## config.mk

```make
export PLATFORM = sky130hd
export DESIGN_NAME = tmc_spi_regslave
export DESIGN_NICKNAME = d
export VERILOG_FILES = /design/src/rtl/tmc_spi_pkg.sv /design/src/rtl/tmc_sync_edge.sv /design/src/rtl/tmc_spi_regslave.sv
export SDC_FILE = /design/constraint.sdc
export NUM_CORES = 1
export LEC_CHECK = 0
export CAP_MARGIN = 20
export CORE_ASPECT_RATIO = 1.25
export CORE_UTILIZATION = 40
export DETAILED_ROUTE_END_ITERATION = 8
export SYNTH_ARGS = -nofsm -noshare
export SYNTH_HDL_FRONTEND = slang
export SYNTH_SLANG_ARGS = --single-unit
```

## constraint.sdc

```tcl
create_clock -name clk_clk -period 3.2 [get_ports clk_clk]
set_input_delay 0.32 -clock clk_clk [delete_from_list [all_inputs] [get_ports clk_clk]]
set_output_delay 0.32 -clock clk_clk [all_outputs]
set_load 0.01 [all_outputs]
```

## src/rtl/tmc_spi_pkg.sv

```systemverilog
// Shared constants, FSM state type and helpers for the SPI register slave.
package tmc_spi_pkg;

    localparam int FRAME_BITS = 16;
    localparam int NUM_RW_REGS = 6;
    localparam logic [6:0] ADDR_STATUS = 7'd6;
    localparam logic [6:0] ADDR_ERRCNT = 7'd7;
    localparam logic [4:0] CNT_SAT = 5'd17;

    typedef enum logic [1:0] {
        WAIT_SS,
        IDLE,
        SHIFT
    } state_t;

    function automatic logic [7:0] sat_inc8(input logic [7:0] v);
        return (v == 8'hFF) ? v : v + 8'd1;
    endfunction

endpackage

```

## src/rtl/tmc_sync_edge.sv

```systemverilog
// Multi-flop synchronizer for one asynchronous input with
// single-cycle rise/fall pulses on the synchronized level.
module tmc_sync_edge #(
    parameter int   STAGES    = 2,
    parameter logic RESET_VAL = 1'b0
) (
    input  logic clk,
    input  logic rst,
    input  logic d,
    output logic level,
    output logic rise,
    output logic fall
);

    logic [STAGES-1:0] sync;
    logic              prev;

    always_ff @(posedge clk) begin
        if (rst) begin
            sync <= {STAGES{RESET_VAL}};
            prev <= RESET_VAL;
        end else begin
            sync <= {sync[STAGES-2:0], d};
            prev <= sync[STAGES-1];
        end
    end

    assign level = sync[STAGES-1];
    assign rise  = level & ~prev;
    assign fall  = ~level & prev;

endmodule

```

## src/rtl/tmc_spi_regslave.sv

```systemverilog
// SPI mode-0 register slave: 16-bit frames, six RW registers,
// read-only status and frame-error counter.
module tmc_spi_regslave
    import tmc_spi_pkg::*;
#(
    parameter int         SYNC_STAGES = 2,
    parameter logic [7:0] REG_RESET   = 8'h00
) (
    input  logic        clk_clk,
    input  logic        reset_reset,
    input  logic        spi_sclk_i,
    input  logic        spi_mosi_i,
    input  logic        spi_ss_n_i,
    output logic        spi_miso_o,
    output logic        spi_miso_oe,
    input  logic [7:0]  status_i,
    output logic [47:0] reg_o,
    output logic        wr_stb_o,
    output logic [2:0]  wr_addr_o,
    output logic [7:0]  wr_data_o,
    output logic [7:0]  err_cnt_o
);

    state_t state, state_nxt;

    logic sclk_lvl, sclk_rise, sclk_fall;
    logic mosi_lvl, mosi_rise, mosi_fall;
    logic ss_lvl, ss_rise, ss_fall;

    logic [SYNC_STAGES:0] flush;
    logic                 settled;

    logic [4:0]  bit_cnt;
    logic [15:0] shreg;
    logic        rd_frame;
    logic [7:0]  rd_data;
    logic [7:0]  hdr;
    logic [7:0]  rd_sel;
    logic        do_write;
    logic        unused_edges;

    tmc_sync_edge #(.STAGES(SYNC_STAGES), .RESET_VAL(1'b0)) u_sclk (
        .clk  (clk_clk),
        .rst  (reset_reset),
        .d    (spi_sclk_i),
        .level(sclk_lvl),
        .rise (sclk_rise),
        .fall (sclk_fall)
    );

    tmc_sync_edge #(.STAGES(SYNC_STAGES), .RESET_VAL(1'b0)) u_mosi (
        .clk  (clk_clk),
        .rst  (reset_reset),
        .d    (spi_mosi_i),
        .level(mosi_lvl),
        .rise (mosi_rise),
        .fall (mosi_fall)
    );

    tmc_sync_edge #(.STAGES(SYNC_STAGES), .RESET_VAL(1'b1)) u_ss (
        .clk  (clk_clk),
        .rst  (reset_reset),
        .d    (spi_ss_n_i),
        .level(ss_lvl),
        .rise (ss_rise),
        .fall (ss_fall)
    );

    assign unused_edges = &{sclk_lvl, mosi_rise, mosi_fall};

    // The reset value of the ss_n synchronizer must drain before WAIT_SS
    // trusts the level, otherwise a frame cut by reset would look new.
    always_ff @(posedge clk_clk) begin
        if (reset_reset) begin
            flush <= '0;
        end else begin
            flush <= {flush[SYNC_STAGES-1:0], 1'b1};
        end
    end

    assign settled = flush[SYNC_STAGES];

    always_ff @(posedge clk_clk) begin
        if (reset_reset) begin
            state <= WAIT_SS;
        end else begin
            state <= state_nxt;
        end
    end

    always_comb begin
        state_nxt = state;
        unique case (state)
            WAIT_SS: if (settled && ss_lvl) state_nxt = IDLE;
            IDLE:    if (ss_fall) state_nxt = SHIFT;
            SHIFT:   if (ss_rise) state_nxt = IDLE;
            default: state_nxt = WAIT_SS;
        endcase
    end

    assign spi_miso_oe = (state == SHIFT);

    // Header as it will look once the 8th bit lands in the shift register.
    assign hdr = {shreg[6:0], mosi_lvl};

    always_comb begin
        rd_sel = 8'h00;
        for (int i = 0; i < NUM_RW_REGS; i++) begin
            if (hdr[6:0] == 7'(i)) rd_sel = reg_o[8*i +: 8];
        end
        if (hdr[6:0] == ADDR_STATUS) rd_sel = status_i;
        if (hdr[6:0] == ADDR_ERRCNT) rd_sel = err_cnt_o;
    end

    assign do_write = !shreg[15] && (shreg[14:8] < 7'(NUM_RW_REGS));

    always_ff @(posedge clk_clk) begin
        if (reset_reset) begin
            bit_cnt    <= '0;
            shreg      <= '0;
            rd_frame   <= 1'b0;
            rd_data    <= '0;
            reg_o      <= {NUM_RW_REGS{REG_RESET}};
            err_cnt_o  <= '0;
            wr_stb_o   <= 1'b0;
            wr_addr_o  <= '0;
            wr_data_o  <= '0;
            spi_miso_o <= 1'b0;
        end else begin
            wr_stb_o <= 1'b0;
            unique case (state)
                IDLE: begin
                    spi_miso_o <= 1'b0;
                    if (ss_fall) begin
                        bit_cnt  <= '0;
                        shreg    <= '0;
                        rd_frame <= 1'b0;
                        rd_data  <= '0;
                    end
                end
                SHIFT: begin
                    if (ss_rise) begin
                        spi_miso_o <= 1'b0;
                        if (bit_cnt == 5'(FRAME_BITS)) begin
                            if (do_write) begin
                                wr_stb_o  <= 1'b1;
                                wr_addr_o <= shreg[10:8];
                                wr_data_o <= shreg[7:0];
                                for (int i = 0; i < NUM_RW_REGS; i++) begin
                                    if (shreg[14:8] == 7'(i))
                                        reg_o[8*i +: 8] <= shreg[7:0];
                                end
                            end
                        end else begin
                            err_cnt_o <= sat_inc8(err_cnt_o);
                        end
                    end else begin
                        if (sclk_rise) begin
                            shreg <= {shreg[14:0], mosi_lvl};
                            if (bit_cnt != CNT_SAT) bit_cnt <= bit_cnt + 5'd1;
                            if (bit_cnt == 5'd7) begin
                                rd_frame <= hdr[7];
                                rd_data  <= rd_sel;
                            end
                        end
                        // Falling edges 8..15 carry data bits 7..0.
                        if (sclk_fall) begin
                            if (rd_frame && bit_cnt[4:3] == 2'b01)
                                spi_miso_o <= rd_data[~bit_cnt[2:0]];
                            else
                                spi_miso_o <= 1'b0;
                        end
                    end
                end
                default: spi_miso_o <= 1'b0;
            endcase
        end
    end

endmodule

```

==> out/results.ini <==
[power_and_ir_drop]
ir_worst_vdd_v = 0.000305
power_density_nw_per_um2 = 472
total_power_w = 0.00296
leakage_nw = 2.41

[yosys]
synthAdderAreaFrac = 0.0171
synth_top_family_by_area = simple AND/OR/NAND/NOR gates
async_flop_share = 0
syn-cell-area_um2 = 5120
post-synth-top-area-fraction = 0.438
synth_edf_count = 0
avgSynthCellArea_um2 = 9.49
ys.flop_type = dfxtp_1
synth-xor-area-share = 0.0120
yosysTopAreaCell = dfxtp_1
syn_nets = 560
syn_inst = 540
yosys.area_share.simple = 0.217
muxShareOfSynthArea = 0.170
yosysSeqAreaShare = 0.438
ys_warn_count = 0
ys_types = 57
synthTopCellsByArea = dfxtp_1, mux2i_1, nor2_1
ys_ff_latch = 112
synth-compound-area-share = 0.0769

[placed_design]
hpwl_um = 9310
place.gp.congestion = 0.850
place_ws_ps = 886
numPortBuffers = 82

[sta]
clock_skew_ps = 8.29
worst_slew_pin_slew_ps = 717
rsz0062_at_grt = false
finalSetupViolCount = 0
fin_crit_ps = 2310
max_freq_mhz = 432
fin_crit_sh = 0.723
slew_violations = 0
setup_tns_ps = 0
relSlewSlack = 0.520
hold_viol_final = 0
fin_ws_ps = 887
hold_ws_ps = 416

[route]
drc_errors = 0
wirelength_um = 13100
dr_total_vias = 4095
vias_per_cell = 5.30
ant_nets = 0
dr.pass1.iters = 5
wl_per_cell_um = 17.0
drtIter0Drc = 141

[cells_and_area]
diodes = 0
layout_commonest_cell = dfxtp_1
drive_gt1_frac = 0.0690
nets = 624
syn_to_final_growth_pct = 22.4
mostFrequentLayoutCells = dfxtp_1, nor2_1, clkdlybuf4s50_1

[run_status]
status = finished, final reports clean

[clock_tree]
clock_path_buffers = 2
clock-root-buffer = clkbuf_16
cts_buffers = 9
cts_tree = yes
cts_hold_buf = 0
post_cts_resized = 0
clk_latency_ps = 350
clk_pin_slew_worst_paths_ps = 70
clock-sinks = 112
htree_num_levels = 3
post_cts_buffers = 0

[critical_path]
critPathArrivalTime_ps = 2540
max_stage_delay_ps = 590
cp-start-kind = register
criticalPathCategory = register to register
cp_max_fo = 8
crit_slowest_cell = and4b_1
cp-end-kind = register
path_cells = or4_4 > nor4_4 > and4b_1 > mux2i_1 > nor2_1
worst_ep_required_time_ps = 3420

[die]
coreArea_um2 = 12300
die_x_um = 103
dieArea_um2 = 13300
die_height_um = 129
start_util = 0.415
num_rows = 45
io_pins = 83

[grt]
antenna_found_initial = 0
grt_use_total = 0.208
grt_pass1_vias = 3923
grt_max_degree = 48
grt_overflow_total = 0
grt_pass1_wl_um = 20900

[hold_path]
hp-class = register to register

[run]
max_cap_viol_count = 0

[registers in the layout, summed over array words and instances (netlist names), 2 cells and up]
| name | count |
|---|---|
| shreg | 16 |
| u_mosi.sync | 2 |
| u_sclk.sync | 2 |
| state | 2 |
| flush | 3 |
| rd_data | 8 |
| reg_o | 48 |
| u_ss.sync | 2 |
| bit_cnt | 5 |
| err_cnt_o | 8 |
| wr_data_o | 8 |
| wr_addr_o | 3 |
[Yosys cell counts (2+ instances only)]
cell type,number
buf_1,2
and4b_1,2
dfxtp_1,112
a21oi_1,26
mux2i_1,79
clkbuf_1,14
nand3_1,13
and2_1,2
inv_1,11
a211oi_1,2
nor2_1,87
buf_4,2
a31oi_1,3
nor3_1,6
mux4_2,3
o22ai_1,4
xnor2_1,2
buf_2,2
o21ai_0,9
nand2_2,2
nand2b_1,5
a32oi_1,5
or2_2,4
nor3b_1,3
buf_6,4
ha_1,7
xor2_1,5
nand2_1,42
dlygate4sd1_1,2
nand4_1,22
nor4_1,3
nor2b_1,11
clkbuf_8,12
o31ai_1,2
o211ai_1,3
and3_1,4
nand3b_1,3
[where the power goes]
part	internal [W]	switching [W]	leakage (nW)	total (W)
logic	0.0000603	0.000114	1.33	0.000175
registers	0.00140	0.00000813	0.904	0.00141
clock network	0.000866	0.000504	0.176	0.00137
[final timing paths]
check / start / end / slack (ps) / depth (start not counted)
setup / recovery: shreg[12] / reg_o[39] / 890 / 5
hold / removal: u_ss.sync[0] / u_ss.sync[1] / 420 / 1
setup reg to reg: shreg[12] / reg_o[39] / 890 / 5
hold reg to reg: u_ss.sync[0] / u_ss.sync[1] / 420 / 1
[per-stage QoR]
stage,utilization,instances,instance area (µm²)
after global placement,0.478,757,5900
final,0.508,773,6270
after global routing,0.508,773,6270
after detailed placement,0.478,757,5900
after CTS,0.508,773,6270
after floorplan,-,540,5120
[worst max-delay path: cells and delay by family, from the launching register on]
family           cells  cell delay [ps]
multiplexers         1              250
AND/OR/NAND/NOR      4             1600
flip-flops           1              330
[logic make-up after synthesis]
group                    after synthesis
AO/OA/AOI/OAI                         63
multiplexers                          83
buffers and inverters                 49
XOR/XNOR                               7
flip-flops                           112
adder cells (fa/ha/maj)                7
AND/OR/NAND/NOR                      219
[cell type report]
cell class	count	area, µm²
multi-input cells	379	2530
well taps	164	205
clock inverters	5	128
flip-flops and latches	112	2240
repair buffers	91	883
inverters	11	41.3
clock buffers	11	243
fillers	1138	6060
[layer usage]
metal / share of wire / track usage / vias up / wire (µm)
met5: 0 / 0 / - / 0
met2: 0.49 / 0.351 / 110 / 6430
met4: 0.029 / 0.106 / 0 / 383
met3: 0.041 / 0.0277 / 26 / 534
met1: 0.44 / 0.258 / 1940 / 5780
li1: - / - / 2019 / -
(Power assumes the default switching activity.)
